===== src/rtl/conv_seq_pkg.sv =====
// rtl/conv_seq_pkg.sv - state encodings, phase codes and constants for the convolution block sequencer
package conv_seq_pkg;

    typedef enum logic [2:0] {
        IDLE = 3'd0,
        GAP  = 3'd1,
        LOAD = 3'd2,
        PROC = 3'd3,
        READ = 3'd4,
        DONE = 3'd5
    } state_t;

    localparam logic [1:0] PH_IDLE = 2'd0;
    localparam logic [1:0] PH_LOAD = 2'd1;
    localparam logic [1:0] PH_PROC = 2'd2;
    localparam logic [1:0] PH_READ = 2'd3;

    localparam int WDOG_MARGIN = 8;

    function automatic logic [1:0] phase_of(input state_t s);
        case (s)
            LOAD:    phase_of = PH_LOAD;
            PROC:    phase_of = PH_PROC;
            READ:    phase_of = PH_READ;
            default: phase_of = PH_IDLE;
        endcase
    endfunction

endpackage


===== src/rtl/seq_watchdog.sv =====
// rtl/seq_watchdog.sv - saturating cycle counter with limit latch and expire pulse
module seq_watchdog #(
    parameter int NB = 16
) (
    input  logic          clk,
    input  logic          reset,
    input  logic          clr,
    input  logic          en,
    input  logic [NB-1:0] limit,
    output logic          expire
);

    logic [NB-1:0] count;
    logic [NB-1:0] lim_q;

    // The limit is captured while held clear so it is stable for the whole run.
    always_ff @(posedge clk) begin
        if (reset || clr) begin
            count <= '0;
            lim_q <= limit;
        end else if (en && (count != '1)) begin
            count <= count + NB'(1);
        end
    end

    assign expire = en && !clr && (count == lim_q);

endmodule


===== src/rtl/conv_block_sequencer.sv =====
// rtl/conv_block_sequencer.sv - per-frame LOAD/PROC/READ sequencer for the 2D-convolution address FSM (SEQ_AUTOVALID_EN: internal valid square wave)
module conv_block_sequencer
    import conv_seq_pkg::*;
#(
    parameter int NB_IMAGE   = 10,
    parameter int NB_BLOCK   = 8,
    parameter int NB_WDOG    = 16,
    parameter int LATENCIA   = 6,
    parameter int GAP_CYCLES = 2
) (
    input  logic                i_CLK,
    input  logic                i_reset,
    input  logic                i_start,
    input  logic [NB_IMAGE-1:0] i_imgLength,
    input  logic [NB_BLOCK-1:0] i_nBlocks,
    input  logic                i_hostValid,
    input  logic                i_changeBlock,
    input  logic                i_EoP,
    output logic                o_load,
    output logic                o_SoP,
    output logic                o_valid,
    output logic [NB_BLOCK-1:0] o_blockIdx,
    output logic [1:0]          o_phase,
    output logic                o_busy,
    output logic                o_done,
    output logic                o_error
);

    localparam int GW = (GAP_CYCLES > 1) ? $clog2(GAP_CYCLES + 1) : 1;

    state_t              state;
    state_t              pending;
    logic [NB_IMAGE-1:0] len_q;
    logic [NB_BLOCK-1:0] nblk_q;
    logic [GW-1:0]       gap_cnt;
    logic                cb_q;
    logic                cb_rise;
    logic                wd_expire;
    logic                fwd_state;
    logic                valid_next;
    logic [NB_WDOG-1:0]  wd_limit;

    assign cb_rise   = i_changeBlock & ~cb_q;
    assign fwd_state = (state == LOAD) || (state == READ);
    assign wd_limit  = NB_WDOG'(len_q) + NB_WDOG'(LATENCIA + WDOG_MARGIN);

    seq_watchdog #(.NB(NB_WDOG)) u_wdog (
        .clk    (i_CLK),
        .reset  (i_reset),
        .clr    (state != PROC),
        .en     (state == PROC),
        .limit  (wd_limit),
        .expire (wd_expire)
    );

`ifdef SEQ_AUTOVALID_EN
    logic tog;
    logic unused_host;
    assign unused_host = i_hostValid;

    // Re-armed high outside the forwarding phases so every phase opens with a 1.
    always_ff @(posedge i_CLK) begin
        if (i_reset || !fwd_state) tog <= 1'b1;
        else                       tog <= ~tog;
    end
    assign valid_next = fwd_state & tog;
`else
    assign valid_next = fwd_state & i_hostValid;
`endif

    always_ff @(posedge i_CLK) begin
        if (i_reset) begin
            state      <= IDLE;
            pending    <= IDLE;
            len_q      <= '0;
            nblk_q     <= '0;
            gap_cnt    <= '0;
            cb_q       <= 1'b0;
            o_load     <= 1'b0;
            o_SoP      <= 1'b0;
            o_valid    <= 1'b0;
            o_blockIdx <= '0;
            o_phase    <= PH_IDLE;
            o_busy     <= 1'b0;
            o_done     <= 1'b0;
            o_error    <= 1'b0;
        end else begin
            cb_q    <= i_changeBlock;
            o_done  <= 1'b0;
            o_phase <= phase_of(state);
            o_load  <= (state == LOAD) && !cb_rise;
            o_SoP   <= (state == PROC) && !cb_rise && !wd_expire;
            o_valid <= valid_next;
            case (state)
                IDLE: if (i_start) begin
                    len_q      <= i_imgLength;
                    nblk_q     <= i_nBlocks;
                    o_error    <= 1'b0;
                    o_busy     <= 1'b1;
                    o_blockIdx <= '0;
                    gap_cnt    <= '0;
                    pending    <= LOAD;
                    state      <= (i_nBlocks == '0) ? DONE : GAP;
                end
                GAP: begin
                    if (gap_cnt == GW'(GAP_CYCLES - 1)) state <= pending;
                    else                                gap_cnt <= gap_cnt + GW'(1);
                end
                LOAD: if (cb_rise) begin
                    gap_cnt <= '0;
                    pending <= PROC;
                    state   <= GAP;
                end
                PROC: begin
                    if (cb_rise) begin
                        gap_cnt <= '0;
                        pending <= READ;
                        state   <= GAP;
                    end else if (wd_expire) begin
                        o_error <= 1'b1;
                        state   <= DONE;
                    end
                end
                // A change-block with EoP high is an intermediate read pass, not block end.
                READ: if (cb_rise && !i_EoP) begin
                    if (o_blockIdx == nblk_q - NB_BLOCK'(1)) begin
                        state <= DONE;
                    end else begin
                        o_blockIdx <= o_blockIdx + NB_BLOCK'(1);
                        gap_cnt    <= '0;
                        pending    <= LOAD;
                        state      <= GAP;
                    end
                end
                DONE: begin
                    o_done <= 1'b1;
                    o_busy <= 1'b0;
                    state  <= IDLE;
                end
                default: state <= IDLE;
            endcase
        end
    end

endmodule


===== config.mk =====
export PLATFORM = sky130hd
export DESIGN_NAME = conv_block_sequencer
export DESIGN_NICKNAME = d
export VERILOG_FILES = /design/src/rtl/conv_seq_pkg.sv /design/src/rtl/seq_watchdog.sv /design/src/rtl/conv_block_sequencer.sv
export SDC_FILE = /design/constraint.sdc
export NUM_CORES = 1
export LEC_CHECK = 0
export ABC_AREA = 1
export CAP_MARGIN = 20
export CORE_ASPECT_RATIO = 1.1
export CORE_UTILIZATION = 40
export DETAILED_ROUTE_END_ITERATION = 7
export PLACE_DENSITY_LB_ADDON = 0.05
export SETUP_SLACK_MARGIN = 0.3
export SYNTH_ARGS = -nofsm -noshare
export SYNTH_HDL_FRONTEND = slang
export SYNTH_SLANG_ARGS = --single-unit

===== constraint.sdc =====
create_clock -name i_CLK -period 4.74 [get_ports i_CLK]
set_clock_uncertainty 0.2 [all_clocks]
set_input_delay 0.948 -clock i_CLK [delete_from_list [all_inputs] [get_ports i_CLK]]
set_output_delay 0.948 -clock i_CLK [all_outputs]
set_load 0.05 [all_outputs]

* Word level (Yosys, flattened, before mapping)
Index checks and enable logic that the tools add are counted. W data, S select, Z words.
Cells by class: add/sub/neg operators 5, equal/unequal tests 21, muxes and demuxes 33, bitwise operators 3, reduce and logical (&&, ||, !) cells 28
Operators by type and width (number):
- $mux W3 | 13
- $mux W8 | 3
- $add A16 B1 Y16 const B | 1
- $eq A16 B16 Y1 | 1
- $ne A16 B16 Y1 const B | 1
- $ne A2 B2 Y1 const B | 8
- $pmux W8 S2 | 1
- $pmux W3 S5 | 1
- $pmux W3 S4 | 1
- $reduce_and A6 Y1 | 2
- $add A10 B4 Y11 const B | 1
- $mux W2 | 5
- $add A8 B1 Y8 const B | 1
- $eq A8 B8 Y1 | 1
- $logic_not A8 Y1 | 1
- $pmux W2 S4 | 1
- $reduce_and A4 Y1 | 2
- $reduce_bool A4 Y1 | 2
- $sub A8 B1 Y8 const B | 1
- $logic_and A1 B1 Y1 | 7
- $eq A3 B2 Y1 const B | 2
- $eq A3 B3 Y1 const B | 2
- $pmux W2 S3 | 1
- $reduce_bool A2 Y1 | 3
- 16 further kinds | 28
Storage, ports and cells: bits in registers 75, output and inout port bits 16, logic and storage cells 106

* Longest topological paths before layout
word-level depth 7, gate-level depth with buffers 16, mapped depth without buffers 16

* Modules after synthesis
A second synthesis with hierarchy kept.
Second synthesis, totals: cell total of the unflattened synthesis 598, area total of the unflattened synthesis 4254.1 sq um
Modules (own cells, without submodules):
- conv_block_sequencer | times used 1, cells each 371, area each 2472.4 sq um, sequential area each 860.8 sq um
- seq_watchdog | times used 1, cells each 227, area each 1781.7 sq um, sequential area each 800.8 sq um

* Worst setup path after synthesis
OpenSTA, ideal clock, no wires.
path kind input-to-reg, from in i_changeBlock, to reg gap_cnt[0], arrival 1.929 ns, required time 4.424 ns, path slack 2.495 ns, stages 9, path buffers 0, path through inv_1 -> nor2_2 -> nand2_1 -> nand2_1 -> o21ai_1 -> nor2_2 -> nand4_1 -> o21ai_0 -> nor2_1
On the way: word-level cells in the longest chain between the ends 4, elaborated cells on any way between the ends 5, classes of those cells 2 x eq/ne; 1 x bitwise; 2 x reduce/logical
RTL lines:
- start, declared | line conv_block_sequencer.sv:17 | input logic i_changeBlock,
- $and A1 B1 Y1 (*) | line conv_block_sequencer.sv:43 | assign cb_rise = i_changeBlock & ~cb_q;
- $logic_and A1 B1 Y1 | line conv_block_sequencer.sv:125 | READ: if (cb_rise && !i_EoP) begin
- $ne A2 B1 Y1 (no source line)
- $reduce_and A6 Y1 (no source line) (*)
- end signal, assigned | line conv_block_sequencer.sv:107 | else gap_cnt <= gap_cnt + GW'(1);
- end, declared | line conv_block_sequencer.sv:35 | logic [GW-1:0] gap_cnt;
Mark *: on every way between the ends. The rest lies on a longest branch, timed or not. A chain may end at the register's enable or synchronous reset.

* Worst setup path after layout
from reg o_blockIdx[0], to out o_blockIdx[0]
RTL lines:
- start, declared | line conv_block_sequencer.sv:22 | output logic [NB_BLOCK-1:0] o_blockIdx,
- start signal, assigned | line conv_block_sequencer.sv:129 | o_blockIdx <= o_blockIdx + NB_BLOCK'(1);
No word-level cell between the ends.

==> summary.txt <==
Initial DRC Count: 90
Largest stage delay on the critical path: 0.86 ns
Endpoint class of the critical path: output pin
Syn avg cell area: 7.531 um2
# placed instances: 622
Global-route wire length before repair: 13400 um
Top cells by area, synth: dfxtp_1 (33%), nand2_1 (10%), edfxtp_1 (9.2%)
Final Cell Area: 0.004332 mm2
Crit. Startpoint: o_blockIdx[0]
EDFF count, synth: 11
Starting Density: 0.4215
R2r endpoint: u_wdog.count[12]
R2R setup slack: 2.49 ns
Mapped Area: 0.003600 mm2
Setup Fix Bufs, Post-CTS: 0
Crit path DAT: 1.70 ns
CTS H-Tree Depth: 3
Largest net degree at the start of global routing: 36
Layout area overhead: 20.33%
Kind of cell adding the most delay to the critical path: buffers and inverters
RSZ-0062 raised after global routing: false
Io pins: 40
Endpoints failing setup: 0
Via-per-instance ratio: 4.869
Hold bufs inserted after CTS: 0
Tot Pwr: 0.001357 W
Hold Path Stages: 0
Post-DP HPWL: 5894 um
Clock sinks: 70
Critical Path Slowest Stage Cell: clkdlybuf4s50_1
Seq/Total Area, Yosys: 0.4199
Worst hold path class: reg2reg
DRT Wirelength: 7982 um
Post-route ant nets: 0
Worst hold start: len_q[0]
Clk Latency, worst-skew pair: 0.35 ns
Placed cell areas: 0.004109 mm2
Nets@finish: 552
Share of the synthesized area in the top cell type: 0.3281
Rel. slew slack: 0.4728
CTS Buf Count: 9
Die area: 0.009383 mm2
Worst Hold End: u_wdog.lim_q[0]
Biggest area consumer among synthesized cells: dfxtp_1
Synth Register Bits: 70
Final WS setup: 1.889 ns
Die width: 92.45 um
Worst VDD drop: 152.7 uV
Sequential Area: 0.001511 mm2
Worst-path clk slew: 0.08 ns
Clock root buffer: clkbuf_8
Area of the multi-input gates: 0.001817 mm2
Highest clock rate: 350.8 MHz
Outcome: finished clean
Max Slew Vio Count: 0
Post-DR wirelength/cell: 12.49 um
PostCTS Resize Cnt: 0
Finished Layout Cells: 639
Period utilization: 0.6015
Min cycle time layout: 2.851 ns
Core region area: 0.008539 mm2
Leak: 1.675 nW
Cell Pwr Density: 313.4 mW/mm2
Die Height: 101.5 um
Main synth FF type: dfxtp_1
Setup TNS: 0 ns
Post-synth ARST share: 0
Critical Path Start Type: register
Syn. warnings: 0
CTS tree: built
Count leader, synth: nand2_1
GRT Total Usage: 0.1818
Diodes inserted: 0
Router iterations before antenna repair: 6
Place WS: 1.489 ns
Number of global-route vias before repair: 2883
Drt drc: 0
Vias: 3111
Post-synthesis cell count: 478
Final Hold Fails: 0
Post-synth top cells: nand2_1 (100), dfxtp_1 (59), inv_1 (51), a21oi_1 (47), nor2_1 (37)
Clk buf depth: 2
Std-Cell Rows: 35
Least-Margin Pin Slew: 0.7899 ns
Syn nets: 507
Worst-path fanout max: 7
Crit path buffers/inverters: 1
Layout cell share with drive strength beyond 1: 0.1231
CP Class: reg2out
Max Cap Viol: 0
Cell depth of the worst flop-to-flop path: 7
Crit-path cells: clkdlybuf4s50_1
Critical R2R Launch: state[2]
Unique masters post-synth: 37
Initial antenna violation count: 0
Final GP Congestion: 0.8405
Grt ovf: 0
Fill count: 862
CP Data Required Time: 3.59 ns
PortBufs: 39
==> sequential cells by signal (all words and copies together), names as in the netlist, 2 cells and up <==
name and flops:
nblk_q 8, o_blockIdx 8, len_q 10, pending 3
o_phase 2, state 3, u_wdog.count 16, gap_cnt 2
u_wdog.lim_q 11
==> cells by family after synthesis <==
kind of cell               count (synthesis)  synth area share
buffers and inverters                     70           0.07542
and+or+nand+nor                          222            0.2996
AOI/OAI and AO/OA                         90            0.1366
DFF                                       70            0.4199
xor gates and xnor gates                  21           0.05110
adders and majority gates                  5           0.01738
==> per-stage QoR <==
stage | hold WS [ns] | utilization
after global routing | 0.2465 | 0.5073
after floorplan | 0.2086 | -
after CTS | 0.2403 | 0.5040
after detailed placement | 0.2216 | 0.4812
final | 0.2366 | 0.5073
after global placement | 0.2158 | 0.4812
==> layout make-up <==
| cell class | instances | area share |
|---|---|---|
| flip-flops and latches | 70 | 0.3489 |
| well taps | 111 | 0.03206 |
| inverters | 63 | 0.05633 |
| repair buffers | 41 | 0.09821 |
| multi-input cells | 338 | 0.4194 |
| clock buffers | 9 | 0.02860 |
| clock inverters | 7 | 0.01646 |
==> cell usage in the layout (no fill, tap or decap), types with 11 or more instances in the layout <==
| cell | netlist | final |
|---|---|---|
| a21oi_1 | 47 | 47 |
| inv_1 | 51 | 51 |
| nor3_1 | 11 | 11 |
| clkdlybuf4s50_1 | 0 | 39 |
| nand3_1 | 31 | 31 |
| nor2_1 | 37 | 37 |
| dfxtp_1 | 59 | 59 |
| edfxtp_1 | 11 | 11 |
| o21ai_0 | 28 | 28 |
| nand2_1 | 100 | 100 |
| xor2_1 | 14 | 14 |
==> per-layer routing <==
layer	part of all wire	vias to the layer above	track usage	wire length (um)
met4	0.019	0	0.08293	148
met2	0.44	69	0.2877	3530
met3	0.040	11	0.02477	319
met1	0.50	1379	0.2469	3984
li1	-	1652	-	-
met5	0	-	0	0
==> power by group <==
part,leakage [nW],total [W],switching [W],internal (W)
Combinational,0.977,0.000206,0.000122,0.0000844
Clock,0.0937,0.000490,0.000246,0.000244
Sequential,0.604,0.000661,0.0000221,0.000639
Total,1.67,0.00136,0.000390,0.000967
==> worst max path at each step <==
stage,end,depth (start not counted)
global route,o_blockIdx[5],1
global placement,o_blockIdx[4],8
CTS,o_blockIdx[0],6
detailed placement,o_blockIdx[4],8
floorplan,gap_cnt[0],9
finish,o_blockIdx[0],1
(Power assumes the default switching activity.)
